===== src/rtl/nand_cpu_pkg.sv =====
// Shared CPU types: branch predictor counter encoding and BTB entry layout.
`ifndef PC_SIZE
`define PC_SIZE 16
`endif

package nand_cpu_pkg;
  localparam int BP_PC_W  = `PC_SIZE;
  // Worst-case tag width (ENTRIES >= 2); narrower tags are zero-extended.
  localparam int BP_TAG_W = `PC_SIZE - 1;

  typedef logic [1:0] bp_ctr_t;

  localparam bp_ctr_t BP_STRONG_NT = 2'b00;
  localparam bp_ctr_t BP_WEAK_NT   = 2'b01;
  localparam bp_ctr_t BP_WEAK_T    = 2'b10;
  localparam bp_ctr_t BP_STRONG_T  = 2'b11;

  typedef struct packed {
    logic                valid;
    logic [BP_TAG_W-1:0] tag;
    logic [BP_PC_W-1:0]  target;
    bp_ctr_t             ctr;
  } btb_entry_t;

  function automatic bp_ctr_t bp_ctr_upd(bp_ctr_t c, logic taken);
    if (taken) return (c == BP_STRONG_T) ? c : c + 2'd1;
    return (c == BP_STRONG_NT) ? c : c - 2'd1;
  endfunction
endpackage


===== src/rtl/branch_predictor_if.sv =====
// Prediction (toward decode) and resolved-branch feedback bundles.
`ifndef PC_SIZE
`define PC_SIZE 16
`endif

interface bp_pred_if #(parameter int PC_W = `PC_SIZE);
  logic            pc_override;
  logic [PC_W-1:0] target;
  logic            predict_taken;
  logic [PC_W-1:0] pred_pc;
  modport master(output pc_override, target, predict_taken, pred_pc);
  modport slave (input  pc_override, target, predict_taken, pred_pc);
endinterface

interface bp_fb_if #(parameter int PC_W = `PC_SIZE);
  logic            valid;
  logic [PC_W-1:0] pc;
  logic            feedback_taken;
  logic [PC_W-1:0] feedback_target;
  modport master(output valid, pc, feedback_taken, feedback_target);
  modport slave (input  valid, pc, feedback_taken, feedback_target);
endinterface


===== src/rtl/branch_predictor_btb_table.sv =====
// Direct-mapped BTB storage: async-reset array, combinational lookup, train/allocate write.
module btb_table
  import nand_cpu_pkg::*;
#(
  parameter int PC_W    = BP_PC_W,
  parameter int ENTRIES = 16,
  parameter int IDX_W   = $clog2(ENTRIES),
  parameter int TAG_W   = PC_W - IDX_W
) (
  input  logic             clk,
  input  logic             rst_n,
  input  logic [IDX_W-1:0] rd_idx_i,
  input  logic [TAG_W-1:0] rd_tag_i,
  output logic             rd_taken_o,
  output logic [PC_W-1:0]  rd_target_o,
  input  logic             wr_en_i,
  input  logic [IDX_W-1:0] wr_idx_i,
  input  logic [TAG_W-1:0] wr_tag_i,
  input  logic             wr_taken_i,
  input  logic [PC_W-1:0]  wr_target_i
);
  btb_entry_t mem_q [ENTRIES];
  btb_entry_t rd_cur, wr_cur, wr_d;
  logic       rd_hit, wr_hit;
  logic       unused_ctr_lsb;

  assign rd_cur         = mem_q[rd_idx_i];
  assign rd_hit         = rd_cur.valid && (rd_cur.tag == BP_TAG_W'(rd_tag_i));
  assign rd_taken_o     = rd_hit && rd_cur.ctr[1];
  assign rd_target_o    = rd_hit ? PC_W'(rd_cur.target) : '0;
  assign unused_ctr_lsb = rd_cur.ctr[0];

  assign wr_cur = mem_q[wr_idx_i];
  assign wr_hit = wr_cur.valid && (wr_cur.tag == BP_TAG_W'(wr_tag_i));

  // Not-taken misses leave the entry alone so a cold branch never evicts a live one.
  always_comb begin
    wr_d = wr_cur;
    if (wr_taken_i) begin
      if (wr_hit) begin
        wr_d.ctr    = bp_ctr_upd(wr_cur.ctr, 1'b1);
        wr_d.target = BP_PC_W'(wr_target_i);
      end else begin
        wr_d = '{valid: 1'b1, tag: BP_TAG_W'(wr_tag_i),
                 target: BP_PC_W'(wr_target_i), ctr: BP_WEAK_T};
      end
    end else if (wr_hit) begin
      wr_d.ctr = bp_ctr_upd(wr_cur.ctr, 1'b0);
    end
  end

  always_ff @(posedge clk or negedge rst_n) begin
    if (!rst_n) begin
      for (int i = 0; i < ENTRIES; i++)
        mem_q[i] <= '{valid: 1'b0, tag: '0, target: '0, ctr: BP_WEAK_NT};
    end else if (wr_en_i) begin
      mem_q[wr_idx_i] <= wr_d;
    end
  end
endmodule


===== src/rtl/branch_predictor.sv =====
// BTB-based branch predictor: PC split, registered prediction toward decode, stall/flush.
`ifndef PC_SIZE
`define PC_SIZE 16
`endif

module branch_predictor
  import nand_cpu_pkg::*;
#(
  parameter int PC_W    = `PC_SIZE,
  parameter int ENTRIES = 16
) (
  input  logic            clk,
  input  logic            rst_n,
  input  logic            i_fetch_valid,
  input  logic [PC_W-1:0] i_fetch_pc,
  input  logic            i_stall,
  input  logic            i_flush,
  bp_pred_if.master       o_bp,
  bp_fb_if.slave          i_fb
);
  localparam int IDX_W = $clog2(ENTRIES);
  localparam int TAG_W = PC_W - IDX_W;

  logic            lk_taken;
  logic [PC_W-1:0] lk_target;

  logic            pred_valid_q, pred_valid_d;
  logic            pred_taken_q, pred_taken_d;
  logic [PC_W-1:0] pred_target_q, pred_target_d;
  logic [PC_W-1:0] pred_pc_q, pred_pc_d;

  btb_table #(.PC_W(PC_W), .ENTRIES(ENTRIES), .IDX_W(IDX_W), .TAG_W(TAG_W)) u_btb (
    .clk         (clk),
    .rst_n       (rst_n),
    .rd_idx_i    (i_fetch_pc[IDX_W-1:0]),
    .rd_tag_i    (i_fetch_pc[PC_W-1:IDX_W]),
    .rd_taken_o  (lk_taken),
    .rd_target_o (lk_target),
    .wr_en_i     (i_fb.valid),
    .wr_idx_i    (i_fb.pc[IDX_W-1:0]),
    .wr_tag_i    (i_fb.pc[PC_W-1:IDX_W]),
    .wr_taken_i  (i_fb.feedback_taken),
    .wr_target_i (i_fb.feedback_target)
  );

  // Flush only kills validity; payload fields keep their last value.
  always_comb begin
    pred_valid_d  = pred_valid_q;
    pred_taken_d  = pred_taken_q;
    pred_target_d = pred_target_q;
    pred_pc_d     = pred_pc_q;
    if (i_flush) begin
      pred_valid_d = 1'b0;
    end else if (!i_stall) begin
      pred_valid_d  = i_fetch_valid;
      pred_taken_d  = lk_taken;
      pred_target_d = lk_target;
      pred_pc_d     = i_fetch_pc;
    end
  end

  always_ff @(posedge clk or negedge rst_n) begin
    if (!rst_n) begin
      pred_valid_q  <= 1'b0;
      pred_taken_q  <= 1'b0;
      pred_target_q <= '0;
      pred_pc_q     <= '0;
    end else begin
      pred_valid_q  <= pred_valid_d;
      pred_taken_q  <= pred_taken_d;
      pred_target_q <= pred_target_d;
      pred_pc_q     <= pred_pc_d;
    end
  end

  assign o_bp.pc_override   = pred_valid_q && pred_taken_q;
  assign o_bp.predict_taken = pred_valid_q && pred_taken_q;
  assign o_bp.target        = pred_target_q;
  assign o_bp.pred_pc       = pred_pc_q;
endmodule

===== src/flat_wrapper.sv =====
// flat-port wrapper written by rule: the top's interface ports become plain ports
module branch_predictor_flat import nand_cpu_pkg::*;
#(
  parameter int PC_W    = `PC_SIZE,
  parameter int ENTRIES = 16
)
  (clk, rst_n, i_fetch_valid, i_fetch_pc, i_stall, i_flush, o_bp_pc_override, o_bp_target, o_bp_predict_taken, o_bp_pred_pc, i_fb_valid, i_fb_pc, i_fb_feedback_taken, i_fb_feedback_target);
  bp_pred_if #(.PC_W(PC_W)) o_bp_i ();
  bp_fb_if #(.PC_W(PC_W)) i_fb_i ();
  input  logic clk;
  input  logic rst_n;
  input  logic i_fetch_valid;
  input  logic [PC_W-1:0] i_fetch_pc;
  input  logic i_stall;
  input  logic i_flush;
  output wire logic [$bits(o_bp_i.pc_override)-1:0] o_bp_pc_override;
  output wire logic [$bits(o_bp_i.target)-1:0] o_bp_target;
  output wire logic [$bits(o_bp_i.predict_taken)-1:0] o_bp_predict_taken;
  output wire logic [$bits(o_bp_i.pred_pc)-1:0] o_bp_pred_pc;
  input wire logic [$bits(i_fb_i.valid)-1:0] i_fb_valid;
  input wire logic [$bits(i_fb_i.pc)-1:0] i_fb_pc;
  input wire logic [$bits(i_fb_i.feedback_taken)-1:0] i_fb_feedback_taken;
  input wire logic [$bits(i_fb_i.feedback_target)-1:0] i_fb_feedback_target;
  assign o_bp_pc_override = o_bp_i.pc_override;
  assign o_bp_target = o_bp_i.target;
  assign o_bp_predict_taken = o_bp_i.predict_taken;
  assign o_bp_pred_pc = o_bp_i.pred_pc;
  assign i_fb_i.valid = i_fb_valid;
  assign i_fb_i.pc = i_fb_pc;
  assign i_fb_i.feedback_taken = i_fb_feedback_taken;
  assign i_fb_i.feedback_target = i_fb_feedback_target;
  branch_predictor #(.PC_W(PC_W), .ENTRIES(ENTRIES)) u_core (.clk(clk), .rst_n(rst_n), .i_fetch_valid(i_fetch_valid), .i_fetch_pc(i_fetch_pc), .i_stall(i_stall), .i_flush(i_flush), .o_bp(o_bp_i), .i_fb(i_fb_i));
endmodule

===== config.mk =====
export PLATFORM = sky130hd
export DESIGN_NAME = branch_predictor_flat
export DESIGN_NICKNAME = d
export VERILOG_FILES = /design/src/rtl/nand_cpu_pkg.sv /design/src/rtl/branch_predictor_if.sv /design/src/rtl/branch_predictor_btb_table.sv /design/src/rtl/branch_predictor.sv /design/src/flat_wrapper.sv
export SDC_FILE = /design/constraint.sdc
export NUM_CORES = 1
export LEC_CHECK = 0
export ABC_CLOCK_PERIOD_IN_PS = 3100
export CAP_MARGIN = 25
export CORE_ASPECT_RATIO = 1.2
export CORE_UTILIZATION = 50
export CTS_CLUSTER_SIZE = 16
export DETAILED_ROUTE_END_ITERATION = 6
export PLACE_DENSITY = 0.72
export RECOVER_POWER = 25
export SETUP_SLACK_MARGIN = 0.15
export SYNTH_ARGS = -nofsm -noshare
export SYNTH_HDL_FRONTEND = slang
export SYNTH_SLANG_ARGS = --single-unit

===== constraint.sdc =====
create_clock -name clk -period 3.1 [get_ports clk]
set_input_delay 0.465 -clock clk [delete_from_list [all_inputs] [get_ports clk]]
set_output_delay 0.465 -clock clk [all_outputs]
set_load 0.03 [all_outputs]

==> run summary, run 1 <==
The fraction of registers with async set/reset was 100%; the total I/O pin count was 89. Setup violations remaining at the end of the flow were counted as 256. The net total in the final layout was 2790.

The tools report the highest clock frequency the design can meet as 0.290 GHz. The clock reaches the later pin of the worst-skew pair after 0.65 ns. The share of total power dissipated in sequential elements is 43.3%. The number of routed nets with antenna violations is 0. The class of the tightest hold or removal check is in2reg. In this run the tool buffered the top-level ports with 88 buffer cells. Static leakage: 15.2 nW. Setup repair after global routing could not meet its margin everywhere.

The via count of the first global-routing pass was 24127; the width of the die was 225 um. Entering global routing, the biggest net connects 102 pins. The share of the yosys chip area belonging to registers was 48.7%; the number of flip-flops and latches in the synthesized netlist was 578.

The number of maximum-capacitance violations came out at 1. The worst hold path cell count is 2. The most common flop cell mapped by yosys is dfrtp_1. The worst setup path category was reg2reg. The fraction of post-synthesis cell area in the top cell type by area is 47.2%, and the net count after synthesis is 2548. The fraction of layout instances using a drive strength above 1 was 32.8%. Counting every sink on the clock net gives 578. The relative slew slack was -76.7%. OpenSTA, run right after detailed placement, puts the worst setup slack at -0.880 ns. The startpoint class of the critical path is a flop. For the worst flop-to-flop path, the logic depth is 11. VDD sags by at most 544 uV. The final estimated routing congestion in global placement is 0.901.

The mapped netlist covers 29800 um^2. By area the synthesized netlist is led by dfrtp_1, mux4_2, o21ai_0. The number of buffers added by the clock tree synthesis step was 60; the area of the die was 60500 um^2.

0 antenna diodes ended up in the layout. The depth of the CTS H-tree was 2. The largest total area in the synthesized netlist belongs to dfrtp_1. The logs give 25.9% for the share of power burned in combinational logic and 30.9% for the part of the total power dissipated in the clock network.

For the sum of internal, switching and leakage power, the log shows 0.0240 W. The post-route fraction of the period consumed by the critical path came out at 111%. Net switching component of the power: 0.00727 W. The synthesized design contains 0 enable-type register cells.

The largest driver fanout on the critical path was 8. The routed length per instance came out at 25.2 um. The final reports fail on capacitance limit, slew limit, setup timing. The tools report the critical path required time as 3.61 ns. The first detailed-routing pass ran for 5 iterations.

Total detailed-routing wirelength: 90000 um. The total area inside the core boundary comes to 58600 um^2. The CTS root buffer is clkbuf_16.

The setup skew after layout was 0.0323 ns; the overall fraction of global-route tracks in use was 29.9%. The run gives 0.370 ns as the worst hold slack. The endpoint identified for the worst register-to-register timing path is u_core.u_btb.mem_q[496]$_DFFE_PN0P_.

The run finished, with violations left. For this run, design rule violations remaining after detail routing come to 0. The worst hold path begins at i_flush. The final count of hold timing violations came out at 0.

Counting along the longest clock path gives a buffer depth of 3. STA puts the critical path data arrival time at 3.96 ns. The total overflow left after global routing is 0. Startpoint of the worst setup timing path: u_core.u_btb.mem_q[18]$_DFFE_PN0P_.

The startpoint identified for the worst register-to-register timing path is u_core.u_btb.mem_q[18]$_DFFE_PN0P_. For the number of antenna violations at the first check in global routing, the log shows 2. In the layout the commonest cells are dfrtp_1, nand2_1, o21ai_0, mux4_2, buf_4.

The die is 269 um tall. In this run the register-to-register setup slack is -0.35 ns. Internal power contribution: 0.0168 W. After detailed routing, the number of vias per cell comes to 6.50. The worst setup path is captured at a flop. TritonCTS built the clock tree.

The clock slew seen by the registers of the worst setup and hold paths is 0.06 ns, and the number of rows created at floorplan is 97. The run gives 2376 as the number of violations reported at the end of detailed-routing iteration 0. Once the floorplan was initialized, standard cells occupied 50.8% of the core.

The total power divided by cell area was 661 nW/um^2; the number of max-slew violations in the final report was 99. Synthesis handed over a netlist of 2493 instances. Subtracting the final worst setup slack from the clock period gives 3.45 ns. Compared with the post-synthesis result, the final layout area differs by 22.1%. The actual slew at the worst max-slew pin was 2.65 ns; the detailed placement HPWL was 58000 um.

The Yosys step of the flow raised 0 warnings. The tools report the worst setup margin as -0.349 ns. The logs give 139000 um for the global-route wire length before repair and 65 for the count of unique library cells instantiated by Yosys. Averaged over all synthesized cells, the footprint is 11.9 um^2. Number of fill cells: 4344. The detailed router placed 23248 vias in this run. In this run switching power makes up 30.2% of total power. The worst hold path terminates at u_core.pred_valid_q$_DFFE_PN0P_. The library cell used most frequently in the layout, excluding fill and tap cells, is dfrtp_1.
per-layer routing:
layer  vias up  track usage, %  part of all wire (%)
met1     11902            37.6                    36
li1       9779               -                     -
met2      1258            49.7                    51
met4         4            14.6                   5.0
met3       305            5.58                   8.0
met5         -               0                 0.054
cells by family (layout without fill, tap and decap cells):
| kind of cell | count (synthesis) | after routing | share of synthesized area (%) |
|---|---|---|---|
| xor gates and xnor gates | 31 | 31 | 0.912 |
| and+or+nand+nor | 642 | 650 | 8.88 |
| adders and majority gates | 1 | 1 | 0.0336 |
| DFF | 578 | 578 | 48.7 |
| buffers and inverters | 257 | 540 | 3.69 |
| AOI/OAI and AO/OA | 574 | 576 | 11.3 |
| muxes | 410 | 410 | 26.5 |
power groups by stage:
stage	logic, W	clock network [W]	registers, W
after global routing	0.00673	0.00780	0.0105
final	0.00622	0.00743	0.0104
after floorplan	0.00405	0	0.0101
after CTS	0.00605	0.00751	0.0103
after global placement	0.00571	0	0.0103
after detailed placement	0.00597	0	0.0104
cell type report:
cell class / instances / area, um^2 / area share, %
clock buffer: 81 / 1670 / 4.60
multi-input combinational: 1668 / 14900 / 41.1
timing repair buffer: 405 / 3830 / 10.5
sequential: 578 / 14500 / 39.8
clock inverter: 32 / 368 / 1.01
inverter: 22 / 82.6 / 0.227
tap: 792 / 991 / 2.73
per-stage QoR:
| step | utilization (%) | instance area, um^2 | std cells | TNS (ns) |
|---|---|---|---|---|
| global placement | 57.4 | 33600 | 3444 | -199.96 |
| finish | 62.0 | 36300 | 3578 | -60.77 |
| floorplan | - | 30300 | 2493 | -16.79 |
| detailed placement | 57.4 | 33600 | 3444 | -220.90 |
| CTS | 61.2 | 35900 | 3562 | -50.12 |
| global route | 62.0 | 36300 | 3578 | -93.40 |
cells in the mapped netlist (all sizes together), types with 3 or more instances:
cell type,number
nor2,195
o31ai,32
and2,4
dfrtp,562
a22oi,7
nor3,6
o21ai,331
or2,3
nor4,8
nand2,379
nor4b,10
nor2b,7
buf,80
mux2i,47
a31oi,160
o211ai,4
nand3b,3
mux4,295
mux2,68
inv,22
dfstp,16
nand2b,5
a21oi,11
a221oi,7
a211oi,4
xnor2,16
nand3,13
xor2,15
clkbuf,155
sequential cells by signal, indices dropped and copies added (netlist names):
name and count:
u_core.o_bp.pred_pc 16, u_core.o_bp.target 16, u_core.pred_taken_q 1, u_core.pred_valid_q 1
u_core.u_btb.mem_q 544
critical path: stages (launching register included):
cell	delay, ns
dfrtp_1	0.39
mux4_2	0.46
mux4_2	0.55
xor2_4	0.20
nor4_4	0.21
o2111ai_2	0.20
buf_4	0.18
a2111o_2	0.43
buf_6	0.16
a21oi_4	0.25
clkbuf_16	0.21
o31ai_1	0.07
how the worst max path moves through the flow:
stage / end / cells past startpoint / slack, ns
2_1_floorplan: u_core.u_btb.mem_q[191]$_DFFE_PN0P_ / 11 / -0.17
3_3_place_gp: u_core.u_btb.mem_q[501]$_DFFE_PN0P_ / 14 / -0.80
3_5_place_dp: u_core.u_btb.mem_q[495]$_DFFE_PN0P_ / 13 / -0.88
4_1_cts: u_core.u_btb.mem_q[201]$_DFFE_PN0P_ / 11 / -0.28
5_1_grt: u_core.u_btb.mem_q[122]$_DFFE_PN0P_ / 12 / -0.39
6_report: u_core.u_btb.mem_q[496]$_DFFE_PN0P_ / 11 / -0.35
what timing repair did:
| item | CTS | global route |
|---|---|---|
| hold endpoints to repair | 76 | 0 |
| hold buffers | 1 | 0 |
| resized for setup | 17 | 54 |
| setup buffers | 1 | 5 |
| pin swaps | 2 | 7 |
| setup endpoints to repair | 256 | 267 |
| cloned | 3 | 10 |
(Power assumes the default switching activity.)
==> inputs of run 2 (changes only) <==
CORE_MARGIN = 2   (was unset)
MAX_ROUTING_LAYER = met4   (was unset)
TNS_END_PERCENT = 1   (was unset)
==> run 2 against run 1 <==
The flow still finishes with violations (capacitance limit, slew limit, setup timing). Clock-buffer cell count is 9 higher. Global-route usage decreased by 0.28 points. Sequential power barely moved. Final cell count fell by 1.6%. Core utilization down 1.5 points. Register-to-register slack gained 0.20 ns. Cell area is 2.4% lower. Routed wire length is 3.9% lower. Worst hold slack improved by 0.023 ns. Combinational power fell by 3%. Via count down 2.6%. Fmax is 6.2% higher. Critical endpoint is now u_core.u_btb.mem_q[510]$_DFFE_PN1P_.
==> run summary, run 2 (same netlist as run 1, synthesis figures left out) <==
The via count of the first global-routing pass was 23572 (-2.3%). For the number of design rule violations left after detail routing, the log shows 0 (unchanged). The tools report the number of detailed-routing iterations run before antenna repair as 6 (+1). The logs give 1 (-1) for the number of antenna violations at the first check in global routing and 3.64 ns (+0.03 ns) for the critical path required time.

The number of flip-flops in the largest register was 544 (unchanged). For the maximum vdd ir drop, the log shows 480 uV (-12%). The static leakage was 14.8 nW (-2.4%). Routed length per instance: 24.6 um (-2.4%). The checks that failed: capacitance limit, slew limit, setup timing. The depth of the CTS H-tree was 2 (unchanged); the detailed placement HPWL was 56000 um (-3.5%). The tools report the effective utilization at floorplan as 50.8% (unchanged). The final count of hold timing violations is 0 (unchanged).

The run gives -0.758 ns (+0.122 ns) as the worst slack at placement. The worst setup path category was reg2reg. Number of maximum-capacitance violations: 1 (unchanged). The area of the die came out at 61500 um^2 (+1.6%). The run gives 0.392 ns (+0.0225 ns) as the worst hold slack. The clock period minus final worst setup slack was 3.25 ns (-0.200 ns); the number of rows created at floorplan was 97 (unchanged).

The fraction of layout instances using a drive strength above 1 is 30.5% (-2.3 points), and the final estimated routing congestion in global placement is 0.912 (+1.2%). For the relative slew slack, the log shows -24.7% (+52 points). The tools report the total detailed-routing wirelength as 86500 um (-3.9%). The actual slew at the worst max-slew pin was 1.87 ns (-0.779 ns); the worst-case clock buffer depth was 3 (unchanged). The global routing's busiest layer was met2.

The total power divided by cell area was 659 nW/um^2 (-0.34%). The setup skew after layout was 0.0276 ns (-0.00475 ns); the number of port buffers was 88 (unchanged). STA classifies the critical path endpoint as a flop. Number of fill cells: 4521 (+4.1%). The arrival time of the worst setup path is 3.79 ns (-0.17 ns), and the number of sinks on the clock net is 578 (unchanged). The routed via count is 22651 (-2.6%), and the number of violations reported at the end of detailed-routing iteration 0 is 2066 (-13%).

Startpoint class of the critical path: a flop. The met1 layer usage reported by global route came out at 35.9% (-1.7 points). The buffers plus inverters on the worst setup path was 3 (unchanged). The tools report the overall fraction of global-route tracks in use as 29.6% (-0.28 points). The synthesis-to-layout area growth was 19.2%. The most frequent cell on the critical path was mux4_2.

The register bank with the most flops was u_core.u_btb.mem_q. The post-route fraction of the period consumed by the critical path was 105% (-6.5 points). The flow ran to the end, but the final reports show violations.

The mean number of vias per cell works out to 6.43 (-0.96%). In the layout the commonest cells are dfrtp_1, nand2_1, o21ai_0, mux4_2, buf_4. The run gives 57 (-5.0%) as the number of buffers added by the clock tree synthesis step. Dominant delay contributor by cell family on the critical path: multiplexers. The met3 usage in global routing is 4.30% (-1.3 points).

The logs give 89 (unchanged) for the total I/O pin count and 0.308 GHz (+6.2%) for the highest clock frequency the design can meet. The height of the die works out to 271 um (+0.74%). The class of the tightest hold or removal check is in2reg.

For this design, the slowest cell found on the critical path is a2111o_2. The total grt overflow came out at 0 (unchanged). The largest net degree at the start of global routing came out at 98 (-3.9%). The run gives 72 (-27%) as the number of max-slew violations in the final report. The largest driver fanout on the critical path is 16 (+8).

The met2 usage was 48.5% (-1.2 points); the number of routed nets with antenna violations was 0 (unchanged). The highest cell delay on the worst timing path was 0.59 ns (+0.04 ns). Leading cell type in the layout, fill and taps excluded: dfrtp_1. Net total in the final layout: 2735 (-2.0%). The signal on the critical path passes through mux4_2 -> mux4_2 -> xnor2_2 -> buf_4 -> o211ai_1 -> a2111o_2 -> buf_6 -> mux2i_4 -> buf_12 -> o21ai_2. CTS placed an instance of clkbuf_16 at the clock tree root.

The worst setup margin was -0.148 ns (+0.200 ns); the final number of setup-violating endpoints was 240 (-6.3%). Setup repair after global routing could not meet its margin everywhere. The slack of the worst reg-to-reg path is -0.15 ns (+0.20 ns). The area inside the core boundary was 58600 um^2 (unchanged).

TritonCTS built the clock tree. The clock latency on the worst-skew pair is 0.63 ns (-0.02 ns), and the clock slew seen by the registers of the worst setup and hold paths is 0.07 ns (about the same). The global-route wire length before repair was 136000 um (-1.9%); the width of the die was 227 um (+0.89%).
==> run 2: cell count changes in the layout (fill, tap and decap cells not counted), moves of 4 or more <==
cell | before | now
nand3_4 | 17 | 8
a31oi_4 | 7 | 1
clkbuf_8 | 9 | 18
o21ai_1 | 7 | 12
bufinv_16 | 6 | 2
mux2i_1 | 28 | 44
mux2i_2 | 17 | 1
clkbuf_16 | 64 | 57
a31oi_2 | 2 | 11
clkinv_2 | 17 | 7
buf_4 | 258 | 219
o21ai_2 | 15 | 11
clkbuf_1 | 13 | 18
==> run 2: layout make-up <==
| class | count | area (um^2) | share of cell area (%) |
|---|---|---|---|
| diodes | 1 | 2.50 | 0.00705 |
| clock buffers | 90 | 1700 | 4.79 |
| clock inverters | 16 | 165 | 0.465 |
| inverters | 22 | 82.6 | 0.233 |
| multi-input cells | 1659 | 14600 | 41.1 |
| flip-flops and latches | 578 | 14500 | 40.8 |
| well taps | 792 | 991 | 2.79 |
| repair buffers | 362 | 3480 | 9.81 |
==> run 2: worst paths after layout <==
kind                                                           from                             endpoint  depth (start not counted)
worst max-delay path             u_core.u_btb.mem_q[87]$_DFFE_PN0P_  u_core.u_btb.mem_q[510]$_DFFE_PN1P_                         10
worst min-delay path                                        i_flush      u_core.pred_valid_q$_DFFE_PN0P_                          2
worst max register to register   u_core.u_btb.mem_q[87]$_DFFE_PN0P_  u_core.u_btb.mem_q[510]$_DFFE_PN1P_                         10
worst min register to register  u_core.u_btb.mem_q[476]$_DFFE_PN1P_  u_core.u_btb.mem_q[476]$_DFFE_PN1P_                          2
max in group asynchronous                                     rst_n  u_core.u_btb.mem_q[401]$_DFFE_PN0P_                          4
min in group asynchronous                                     rst_n    u_core.o_bp.target[4]$_DFFE_PN0P_                          2
==> run 2: per-stage QoR <==
step | setup TNS [ns] | total power [W] | cells | instance area [um^2] | util [%]
floorplan | -55.00 | 0.0141 | 2493 | 29900 | -
global placement | -140.79 | 0.0159 | 3406 | 33300 | 56.7
detailed placement | -163.09 | 0.0163 | 3406 | 33300 | 56.7
CTS | -32.64 | 0.0233 | 3514 | 35200 | 60.1
global route | -66.46 | 0.0245 | 3520 | 35500 | 60.5
finish | -20.98 | 0.0234 | 3520 | 35500 | 60.5
==> run 2: repair_timing <==
action | in CTS | in global routing
setup buffers | 1 | 2
gates resized for setup | 17 | 56
pin swaps | 23 | 17
endpoints found under the hold margin | 63 | 0
gates cloned | 0 | 2
hold buffers | 1 | 0
setup endpoints to repair | 256 | 273
==> run 2: routing by layer <==
metal  wire, um  up-vias
met3       6110      289
met1      32100    11654
met4       4560        0
li1           -     9638
met5          0        -
met2      43700     1070
==> run 2: report_power, final <==
group	switching [W]	leakage [nW]	total [W]	internal (W)
sequential	0.00124	7.25	0.0104	0.00914
combinational	0.00277	6.67	0.00606	0.00329
clock	0.00302	0.915	0.00695	0.00394
==> inputs of run 3 (changes only) <==
HOLD_SLACK_MARGIN = 0.15   (was unset)
SLEW_MARGIN = 25   (was unset)
==> run 3 against run 2 <==
The run still ends with capacitance limit, slew limit, setup timing left. Sequential share of layout area increased by 0.13 points. Cell area decreased by 0.32%. Global-route usage unchanged. Clock power about the same. Routed wire length decreased by 0.24%. Core utilization decreased by 0.20 points. Clock skew decreased by 0.0038 ns. Combinational power about the same. Largest power group unchanged. Highest routed layer unchanged.
==> run summary, run 3 (same netlist as run 1, synthesis figures left out) <==
The total power divided by cell area is 660 nW/um^2 (+0.16%), and the relative slew slack is -28.4% (-3.7 points). The number of flip-flops in the largest register works out to 544 (unchanged). The number of maximum-capacitance violations was 1 (unchanged); the highest clock frequency the design can meet was 0.308 GHz (about the same). The routed length per instance is 24.5 um (-0.18%). The total grt overflow came out at 0 (unchanged).

The tools report the setup skew after layout as 0.0238 ns (-0.00380 ns). The critical path required time is 3.65 ns (about the same), and the fraction of layout instances using a drive strength above 1 is 30.1% (-0.45 points). The run gives 35400 um^2 (-0.32%) as the cell area after layout. For the number of detailed-routing iterations run before antenna repair, the log shows 5 (-1).

TritonCTS built the clock tree. The post-placement cell area was 33300 um^2 (unchanged); the arrival time of the worst setup path was 3.80 ns (about the same). The tools report the slack of the worst reg-to-reg path as -0.15 ns (about the same). The run gives 71 (-1.4%) as the number of max-slew violations in the final report. The detailed placement HPWL was 56000 um (unchanged); the number of rows created at floorplan was 97 (unchanged). For the global-route wire length before repair, the log shows 136000 um (unchanged).

The run gives 4540 (+0.42%) as the number of fill cells. The run gives 60.3% (-0.20 points) as the utilization of the core after routing. The number of port buffers came out at 88 (unchanged). The post-route fraction of the period consumed by the critical path was 105% (about the same).

The clock slew seen by the registers of the worst setup and hold paths was 0.06 ns (about the same); the worst-case clock buffer depth was 3 (unchanged). The logs give 479 uV (-0.28%) for the maximum vdd ir drop and 57 (unchanged) for the number of buffers added by the clock tree synthesis step. Final count of hold timing violations: 0 (unchanged). More flip-flops sit in one register than any other, and that register is u_core.u_btb.mem_q. In the layout the commonest cells are dfrtp_1, nand2_1, o21ai_0, mux4_2, buf_4. The worst setup margin was -0.151 ns (-0.00218 ns); the clock period minus final worst setup slack was 3.25 ns (+0.00218 ns).

The worst setup path is captured at a flop. The overall fraction of global-route tracks in use came out at 29.6% (unchanged). Largest net degree at the start of global routing: 98 (unchanged). The worst slack at placement came out at -0.758 ns (unchanged). The depth of the CTS H-tree is 2 (unchanged). The largest driver fanout on the critical path came out at 16 (unchanged). Summed negative setup slack over all endpoints: -24.55 ns (-3.57 ns). The final reports fail on capacitance limit, slew limit, setup timing. For the number of violations reported at the end of detailed-routing iteration 0, the log shows 1945 (-5.9%). The worst setup path is launched from a flop.

In this run the clock root is driven by a clkbuf_16. The total detailed-routing wirelength came out at 86300 um (-0.24%). The tools report the total I/O pin count as 89 (unchanged). The library cell used most frequently in the layout, excluding fill and tap cells, is dfrtp_1. The net total in the final layout is 2733 (-0.073%).

For the effective utilization at floorplan, the log shows 50.8% (unchanged). The logs give 23572 (unchanged) for the via count of the first global-routing pass and 578 (unchanged) for the number of sinks on the clock net. The number of routed nets with antenna violations is 0 (unchanged), and the static leakage is 14.8 nW (-0.19%). The area inside the core boundary is 58600 um^2 (unchanged). Class of the tightest hold or removal check: in2reg.

The mean number of vias per cell is 6.42 (-0.27%). The actual slew at the worst max-slew pin was 1.93 ns (+0.0554 ns). The critical path is of the reg2reg type.

The height of the die was 271 um (unchanged); the number of design rule violations left after detail routing was 0 (unchanged). The run finished, with violations left. The logs give 22577 (-0.33%) for the routed via count and 0.0234 W (-0.17%) for the sum of internal, switching and leakage power. Setup repair after global routing could not meet its margin everywhere.

Width of the die: 227 um (unchanged). The number of antenna violations at the first check in global routing is 1 (unchanged), and the final number of setup-violating endpoints is 240 (unchanged). The area of the die is 61500 um^2 (unchanged). The area growth from synthesis to layout is 18.9%. The clock latency on the worst-skew pair was 0.63 ns (about the same); the final estimated routing congestion in global placement was 0.912 (unchanged).
[run 3: layer usage]
| layer | GRT usage, % | wire length (um) | up-vias | part of all wire [%] |
|---|---|---|---|---|
| met5 | - | 0 | - | 0 |
| met4 | 14.7 | 4640 | 0 | 5.4 |
| met3 | 4.30 | 6050 | 302 | 7.0 |
| met2 | 48.5 | 43500 | 1054 | 50 |
| met1 | 35.9 | 32100 | 11596 | 37 |
| li1 | - | - | 9625 | - |
[run 3: repair_timing]
item,4_1_cts,5_1_grt
gates cloned,0,2
hold endpoints to repair,63,0
pin swaps,23,20
buffers inserted,1,1
resized for setup,17,38
setup endpoints to repair,256,273
hold buffers,1,0
[run 3: area by class of cell]
cell class,instances,area [um^2],share of cell area [%]
Inverter,22,82.6,0.233
Antenna cell,1,2.50,0.00707
Clock inverter,16,165,0.467
Multi-Input combinational cell,1659,14500,40.9
Timing Repair Buffer,360,3470,9.80
Sequential cell,578,14500,40.9
Tap cell,792,991,2.80
Clock buffer,90,1700,4.81
[run 3: path summary, 6_finish.rpt]
kind                                                            end  cells past startpoint                                start
worst max-delay path            u_core.u_btb.mem_q[541]$_DFFE_PN0P_                     10   u_core.u_btb.mem_q[87]$_DFFE_PN0P_
max in group asynchronous       u_core.u_btb.mem_q[128]$_DFFE_PN0P_                      3                                rst_n
worst min register to register  u_core.u_btb.mem_q[476]$_DFFE_PN1P_                      2  u_core.u_btb.mem_q[476]$_DFFE_PN1P_
worst max register to register  u_core.u_btb.mem_q[541]$_DFFE_PN0P_                     10   u_core.u_btb.mem_q[87]$_DFFE_PN0P_
min in group asynchronous         u_core.o_bp.target[4]$_DFFE_PN0P_                      2                                rst_n
worst min-delay path                u_core.pred_valid_q$_DFFE_PN0P_                      2                              i_flush
[run 3: through the flow]
step | std cells | hold slack [ns]
6_report | 3518 | 0.396
5_1_grt | 3518 | 0.405
4_1_cts | 3514 | 0.381
3_5_place_dp | 3406 | 0.462
3_3_place_gp | 3406 | 0.450
2_1_floorplan | 2493 | 0.169
[run 3: where the power goes]
| group | leakage, nW | switching [W] | internal, W | total [W] |
|---|---|---|---|---|
| logic | 6.64 | 0.00276 | 0.00327 | 0.00603 |
| registers | 7.25 | 0.00123 | 0.00914 | 0.0104 |
| clock network | 0.915 | 0.00302 | 0.00393 | 0.00695 |
| total | 14.8 | 0.00701 | 0.0163 | 0.0234 |
[run 3: critical path, stage by stage, from the launching register on]
cell	delay [ns]
dfrtp_1	0.40
mux4_2	0.47
mux4_2	0.54
xnor2_2	0.19
buf_4	0.14
o211ai_1	0.18
a2111o_2	0.58
buf_12	0.17
a21boi_2	0.18
buf_12	0.17
mux2_2	0.16
